File: config.mk
export PLATFORM = sky130hd
export DESIGN_NAME = mem_port_arbiter
export DESIGN_NICKNAME = d
export VERILOG_FILES = /design/src/rtl/mem_port_arbiter.sv
export SDC_FILE = /design/constraint.sdc
export NUM_CORES = 1
export LEC_CHECK = 0
export CORE_ASPECT_RATIO = 2
export CORE_MARGIN = 2
export CORE_UTILIZATION = 40
export DETAILED_ROUTE_END_ITERATION = 16
export PLACE_DENSITY = 0.78
export SLEW_MARGIN = 10
export SYNTH_ARGS = -nofsm -noshare
export SYNTH_HDL_FRONTEND = slang
export SYNTH_SLANG_ARGS = --single-unit
export TNS_END_PERCENT = 50
File: constraint.sdc
create_clock -name clk -period 2.9 [get_ports clk]
set_clock_uncertainty 0.05 [all_clocks]
set_input_delay 0.435 -clock clk [delete_from_list [all_inputs] [get_ports clk]]
set_output_delay 0.435 -clock clk [all_outputs]
set_load 0.01 [all_outputs]
File: src/rtl/mem_port_arbiter.sv
`default_nettype none
// ============================================================================
// Module   : mem_port_arbiter
// Purpose  : Round-robin, non-preemptive sharing of one single-port RAM
//            between cache line bursts and a single-word user port.
// Revision : 1.0
// ============================================================================
module mem_port_arbiter #(
  parameter int ADDR_W    = 13,
  parameter int DATA_W    = 32,
  parameter int BURST_LEN = 8
) (
  input  logic              clk,
  input  logic              rst,
  input  logic              cache_req_i,
  input  logic              cache_we_i,
  input  logic [ADDR_W-1:0] cache_addr_i,
  input  logic [DATA_W-1:0] cache_wdata_i,
  output logic              cache_wnext_o,
  output logic              cache_rvalid_o,
  output logic [DATA_W-1:0] cache_rdata_o,
  output logic              cache_done_o,
  input  logic              user_req_i,
  input  logic              user_we_i,
  input  logic [ADDR_W-1:0] user_addr_i,
  input  logic [DATA_W-1:0] user_din_i,
  output logic [DATA_W-1:0] user_dout_o,
  output logic              user_ack_o,
  output logic              mem_en_o,
  output logic              mem_we_o,
  output logic [ADDR_W-1:0] mem_addr_o,
  output logic [DATA_W-1:0] mem_din_o,
  input  logic [DATA_W-1:0] mem_dout_i,
  output logic              busy_o
);

  localparam int              BEAT_W    = $clog2(BURST_LEN);
  localparam logic [BEAT_W-1:0] LAST_BEAT = BEAT_W'(BURST_LEN - 1);

  typedef enum logic [2:0] {
    IDLE    = 3'd0,
    C_WR    = 3'd1,
    C_RD    = 3'd2,
    C_DRAIN = 3'd3,
    U_ACC   = 3'd4,
    U_WAIT  = 3'd5
  } state_t;

  state_t                     state_q;
  logic [BEAT_W-1:0]          beat_q;
  logic [BEAT_W-1:0]          beat_d;
  logic [ADDR_W-BEAT_W-1:0]   line_q;
  logic [DATA_W-1:0]          udin_q;
  logic [DATA_W-1:0]          user_dout_q;
  logic                       uwe_q;
  logic                       last_cache_q;
  logic                       mem_en_q;
  logic                       mem_we_q;
  logic [ADDR_W-1:0]          mem_addr_q;
  logic                       wnext_q;
  logic                       rvalid_q;
  logic                       done_q;
  logic                       ack_q;
  logic                       grant_cache;
  logic                       grant_user;
  logic                       unused_line_offset;

  assign beat_d             = beat_q + 1'b1;
  assign grant_cache        = cache_req_i && (!user_req_i || !last_cache_q);
  assign grant_user         = user_req_i && !grant_cache;
  assign unused_line_offset = ^cache_addr_i[BEAT_W-1:0];

  // Outputs for cycle N+1 are registered at the edge that enters that cycle.
  always_ff @(posedge clk) begin
    if (rst) begin
      state_q      <= IDLE;
      beat_q       <= '0;
      line_q       <= '0;
      udin_q       <= '0;
      uwe_q        <= 1'b0;
      last_cache_q <= 1'b0;
      user_dout_q  <= '0;
      mem_en_q     <= 1'b0;
      mem_we_q     <= 1'b0;
      mem_addr_q   <= '0;
      wnext_q      <= 1'b0;
      rvalid_q     <= 1'b0;
      done_q       <= 1'b0;
      ack_q        <= 1'b0;
    end else begin
      mem_en_q   <= 1'b0;
      mem_we_q   <= 1'b0;
      mem_addr_q <= '0;
      wnext_q    <= 1'b0;
      rvalid_q   <= 1'b0;
      done_q     <= 1'b0;
      ack_q      <= 1'b0;
      unique case (state_q)
        IDLE: begin
          beat_q <= '0;
          if (grant_cache) begin
            last_cache_q <= 1'b1;
            line_q       <= cache_addr_i[ADDR_W-1:BEAT_W];
            mem_en_q     <= 1'b1;
            mem_we_q     <= cache_we_i;
            mem_addr_q   <= {cache_addr_i[ADDR_W-1:BEAT_W], {BEAT_W{1'b0}}};
            wnext_q      <= cache_we_i;
            state_q      <= cache_we_i ? C_WR : C_RD;
          end else if (grant_user) begin
            last_cache_q <= 1'b0;
            uwe_q        <= user_we_i;
            udin_q       <= user_din_i;
            mem_en_q     <= 1'b1;
            mem_we_q     <= user_we_i;
            mem_addr_q   <= user_addr_i;
            state_q      <= U_ACC;
          end
        end
        C_WR: begin
          if (beat_q == LAST_BEAT) begin
            beat_q  <= '0;
            state_q <= IDLE;
          end else begin
            beat_q     <= beat_d;
            mem_en_q   <= 1'b1;
            mem_we_q   <= 1'b1;
            mem_addr_q <= {line_q, beat_d};
            wnext_q    <= 1'b1;
            done_q     <= (beat_d == LAST_BEAT);
          end
        end
        C_RD: begin
          // Every issued read returns one cycle later, including the last one.
          rvalid_q <= 1'b1;
          if (beat_q == LAST_BEAT) begin
            done_q  <= 1'b1;
            state_q <= C_DRAIN;
          end else begin
            beat_q     <= beat_d;
            mem_en_q   <= 1'b1;
            mem_addr_q <= {line_q, beat_d};
          end
        end
        C_DRAIN: begin
          beat_q  <= '0;
          state_q <= IDLE;
        end
        U_ACC: begin
          ack_q   <= 1'b1;
          state_q <= U_WAIT;
        end
        U_WAIT: begin
          if (!uwe_q) begin
            user_dout_q <= mem_dout_i;
          end
          state_q <= IDLE;
        end
        default: state_q <= IDLE;
      endcase
    end
  end

  assign mem_en_o       = mem_en_q;
  assign mem_we_o       = mem_we_q;
  assign mem_addr_o     = mem_addr_q;
  assign mem_din_o      = (state_q == C_WR)  ? cache_wdata_i :
                          (state_q == U_ACC) ? udin_q : '0;
  assign cache_wnext_o  = wnext_q;
  assign cache_rvalid_o = rvalid_q;
  assign cache_rdata_o  = rvalid_q ? mem_dout_i : '0;
  assign cache_done_o   = done_q;
  assign user_dout_o    = user_dout_q;
  assign user_ack_o     = ack_q;
  assign busy_o         = (state_q != IDLE);

endmodule
`default_nettype wire

Yosys cells after proc, flatten, opt, wreduce, memory -nomap -nowiden
Cells that the tools add are included.
Word-level totals
  bits in registers: 101
  input bits: 128
  output and inout port bits: 116
  word-level logic and storage cells: 78
Operators by class
  add/sub/neg operators: 1
  equal/unequal tests: 11
  multiplexer cells: 32
  bitwise gates (word level): 2
  reductions and logical operators: 18
Operator list (count)
  $mux W32: 3
  $mux W13: 3
  $pmux W13 S2: 1
  $mux W3: 6
  $eq A3 B3 Y1 const B: 4
  $mux W1: 12
  $pmux W3 S4: 1
  $pmux W3 S3: 1
  $pmux W1 S2: 4
  $reduce_and A2 Y1: 4
  $eq A3 B2 Y1 const B: 2
  $ne A2 B2 Y1 const B: 3
  $reduce_and A3 Y1: 2
  $reduce_bool A3 Y1: 2
  $reduce_or A2 Y1: 2
  $add A3 B1 Y3 const B: 1
  $eq A3 B1 Y1 const B: 1
  $logic_not A1 Y1: 3
  $logic_not A3 Y1: 1
  $ne A3 B3 Y1 const B: 1
  $logic_and A1 B1 Y1: 2
  $mux W2: 1
  $not A1 Y1: 2
  $reduce_bool A2 Y1: 1
  $logic_or A1 B1 Y1: 1

Depth between registers and ports, before layout
Gate-level depths: netlist of the first run.
  depth after elaboration: 8
  gate-level depth with buffers: 6
  depth with buffers taken out: 5

Worst setup path before layout of the first run
No wires, ideal clock.
  path kind: reg-to-output
  start point: register state_q[1]
  end point: output mem_din_o[10]
  data arrival time: 1.264 ns
  required time: 2.415 ns
  slack: 1.151 ns
  cell stages (with the launch flop): 6
  cells stage by stage: dfxtp_1 buf_4 buf_6 nor3b_4 buf_2 a22o_1
Between the ends
  cells in the longest elaborated chain, start to end: 3
Ends and longest elaborated chain
  start, declared: RTL line 49  | state_t state_q;
  start signal, assigned: RTL line 108  | state_q <= cache_we_i ? C_WR : C_RD;
  $eq A3 B3 Y1: RTL line 167  | (state_q == U_ACC) ? udin_q : '0;
  $mux W32: RTL line 167
  $mux W32 (*): RTL line 166  | assign mem_din_o = (state_q == C_WR) ? cache_wdata_i :
  end, declared: RTL line 32  | output logic [DATA_W-1:0] mem_din_o,
Mark *: on every way between the ends. The rest lies on a longest branch, timed or not.

Worst setup path after layout of the first run
  start point: register state_q[2]
  end point: output mem_din_o[24]
The elaborated chain is that of the path after synthesis.

==> results list, run 1 <==
* Run status: finished, final reports clean
- Category of the worst setup path capture point: primary output
* Fin Hold WS: 0.4041 ns
* Final hold violation count: 0
- After detailed routing, the number of vias per cell comes to 5.656.
* Setup ws final: 0.2300 ns
* Total number of placement rows: 55
- Critical-path cell with the highest stage delay: sky130_fd_sc_hd__clkdlybuf4s50_1
- Max Clock Freq: 0.3745 GHz
- The tree is rooted in a sky130_fd_sc_hd__clkbuf_16.
- Total power for the finished layout comes to 4.386 mW.
* Remaining antenna violation count: 0
* Kind of start point of the critical path: register
- Vertical die dimension: 157 µm
- Effective utilization at floorplan: 41.23%
- Of all nets on the critical path, the largest fanout is 34.
- Fraction of final layout cells with drive strength greater than 1: 5.534%
- With fillers left out, the area of the finished cells amounts to 7322 µm².
- The number of antenna diodes in the final layout is 0.
* Clock insertion delay at the later pin of the skew report: about 0.34 ns
- Total CTS buffers: 9
- Adding up every negative setup slack in the final design gives 0 ns.
- Post-route DRC violation count: 0
* Max_slew headroom: 24.07%
- RSZ-0062 raised after global routing: false
- Final layout net count: slightly below 900
- Number of global-route vias before repair: between 4k and 5k
- In this run the standard cell core region covers 11350 µm².
- Final critical path time including I/O delays and setup: approximately 2.7 ns
- Once the clock tree was built, the setup fixing pass inserted 0 buffers.
- Port bufs: 240
- Number of synthesized flops with an enable pin: 0
- Clock-pin slew was measured on the worst setup and hold paths at 0.07 ns.
- CTS built an H-tree with a depth of 3.
* Worst IR Drop VDD: 0.3400 mV
- Global router's overall resource usage: 23.16%
* Post-synth top flop: sky130_fd_sc_hd__dfxtp_1
* Mapped Cells: 554
- Initial DRC Count: 173
* Routability congestion estimate: 0.8321
* Area growth, synth to finish: 56.39%
* HP Class: reg -> reg
- At the pin with the least slew margin, the transition time is 1.139 ns.
* Number of max-capacitance violations reported: 0
- The synthesized design contains roughly 100 register bits.
- DP Wirelength: 11220 µm
* Total overflow reported by the global router: 0
* Top cell family by delay on the critical path: buffers and inverters
- At the end of the flow the core is filled with cells to 64.48%.
- Leakage power: 2.564 nW
* Most area-consuming cells after synthesis: sky130_fd_sc_hd__dfxtp_1 43%, sky130_fd_sc_hd__a21oi_1 9.1%, sky130_fd_sc_hd__nand4_1 6.1%, sky130_fd_sc_hd__a22o_1 6.0%, sky130_fd_sc_hd__nand2_1 5.3%
* WL final: 15290 µm
* Number of filler cells placed in the layout: 982
- Number of optimization iterations in the first detailed-route pass: 4
* List of most frequent post-synthesis cells: 101 x sky130_fd_sc_hd__dfxtp_1, 85 x sky130_fd_sc_hd__a21oi_1, 66 x sky130_fd_sc_hd__nand2_1, 46 x sky130_fd_sc_hd__nand4_1
- In this run the cell area of the synthesized design comes to 4682 µm².
- Once placement completed, the tool counted placed cells totaling 885.
- Largest stage delay on the critical path: 0.55 ns
- Traced cell by cell, the critical path runs through nor3b_4 -> buf_4 -> a22o_1 -> clkdlybuf4s50_1.
- Placed Instance Area: just over 7000 µm²
- The critical path contains buffers and inverters numbering 2 combined.
- Ys Warns: 0
- For this design, the CTS-stage hold fixing added 0 buffers.
- Yosys mapped the design onto 43 distinct sky130hd cell types.
- In this run, post-CTS repair resized a total of 0 instances.
* Share of flip-flops with an asynchronous set or reset: 0%
* Required time of the critical path: around 2.4 ns
- After synthesis, the largest area contributor takes up 43.19% of total cell area.
- Critical path arrival: 2.19 ns
- TritonCTS built the clock tree.
- The die is 80.50 µm wide.
* Register cell area after layout: 2022 µm²
- Non-filler instance count after layout: roughly 900
- When the netlist entered floorplanning its net count stood at about 690.
- Tcrit/Tclk final: 92.07%
- Yosys instantiated no cell more often than sky130_fd_sc_hd__dfxtp_1.
- Total power density per cell area: 599.1 nW/µm²
- Post-placement worst setup slack: 0.5962 ns
* Die Outline Area: 12640 µm²
- The initial antenna violation count came to 0.
- Setup violations remaining at the end of the flow were counted as 0.
* Average cell area after synthesis: 8.451 µm²
* Max Buffers Root-to-Sink: 2
* Total number of vias: roughly 5.1k
* Yosys top cell by area: sky130_fd_sc_hd__dfxtp_1
* Maximum number of pins on one net before global-route repair: 49
- Combined area of the multi-input logic cells: 2325 µm²
- The worst setup path is of the reg -> out kind.
- Total I/O pin count: 244
- Global-route wire length before repair: 23410 µm
- Final Slew Violations: 0
* Sequential area share after synthesis: between 40% and 50%
- Average detailed-routed wire length per instance: 16.97 µm
- CTS saw a little over 100 sinks.
[layout by cell type (no fill, tap or decap), types with 10 or more instances in the layout]
cell type,instances
sky130_fd_sc_hd__a21oi_1,85
sky130_fd_sc_hd__a22o_1,32
sky130_fd_sc_hd__a31oi_1,13
sky130_fd_sc_hd__and2_1,33
sky130_fd_sc_hd__buf_4,15
sky130_fd_sc_hd__clkdlybuf4s50_1,238
sky130_fd_sc_hd__dfxtp_1,101
sky130_fd_sc_hd__nand2_1,66
sky130_fd_sc_hd__nand3_1,23
sky130_fd_sc_hd__nand4_1,46
sky130_fd_sc_hd__o21ai_1,10
sky130_fd_sc_hd__o31ai_1,33
[where the power goes]
group	total [mW]	internal (mW)	switching, mW
clock network	1.13	0.594	0.537
registers	1.64	1.54	0.0954
logic	1.62	0.742	0.876
total	4.39	2.88	1.51
[routing by layer]
metal / wire, µm / GRT usage [%] / share of wire (%) / vias to the layer above
met3: 1001 / 4.243 / 6.5 / 29
li1: - / - / - / 2424
met2: 8432 / 43.33 / 55 / 218
met1: 5391 / 25.00 / 35 / 2425
met5: 0 / 0 / 0 / -
met4: 461 / 8.959 / 3.0 / 0
[tightest hold or removal path: stages (launching register included)]
cell	delay, ns
sky130_fd_sc_hd__dfxtp_1	0.31
sky130_fd_sc_hd__nand2_1	0.05
sky130_fd_sc_hd__a21oi_1	0.05
[kinds of logic after synthesis]
logic type,after synthesis,share of synthesized area (%)
fa+ha+maj,3,0.8018
compound gates,185,24.99
buf+inv,69,7.269
simple gates,195,23.41
flops,101,43.19
xor+xnor,1,0.3475
[worst paths after layout]
| kind | from | to | slack, ns | cells past startpoint |
|---|---|---|---|---|
| setup / recovery | state_q[2]$_SDFFE_PP0P_ | mem_din_o[24] | 0.23 | 4 |
| hold / removal | user_dout_o[11]$_SDFFE_PP0P_ | user_dout_o[11]$_SDFFE_PP0P_ | 0.40 | 2 |
| setup reg to reg | state_q[0]$_SDFFE_PP0P_ | user_dout_o[10]$_SDFFE_PP0P_ | 0.73 | 4 |
| hold reg to reg | user_dout_o[11]$_SDFFE_PP0P_ | user_dout_o[11]$_SDFFE_PP0P_ | 0.40 | 2 |
[sequential cells by signal, summed over array words and instances (netlist names), 3 cells and up]
signal and flops:
udin_q 32, state_q 3, mem_addr_o 13, beat_q 3
user_dout_o 32, line_q 10
[area by class of cell]
class | count | area share (%)
repair buffers | 255 | 34.21
multi-input cells | 384 | 31.75
flip-flops and latches | 101 | 27.61
clock buffers | 9 | 3.076
well taps | 142 | 2.427
clock inverters | 7 | 0.7690
inverters | 3 | 0.1538
(Power assumes the default switching activity.)
==> inputs of run 2 (changes only) <==
- HOLD_SLACK_MARGIN: default -> 0.02
==> results of run 2 <==
The final DEF is identical to that of run 1; final timing and power are the same.
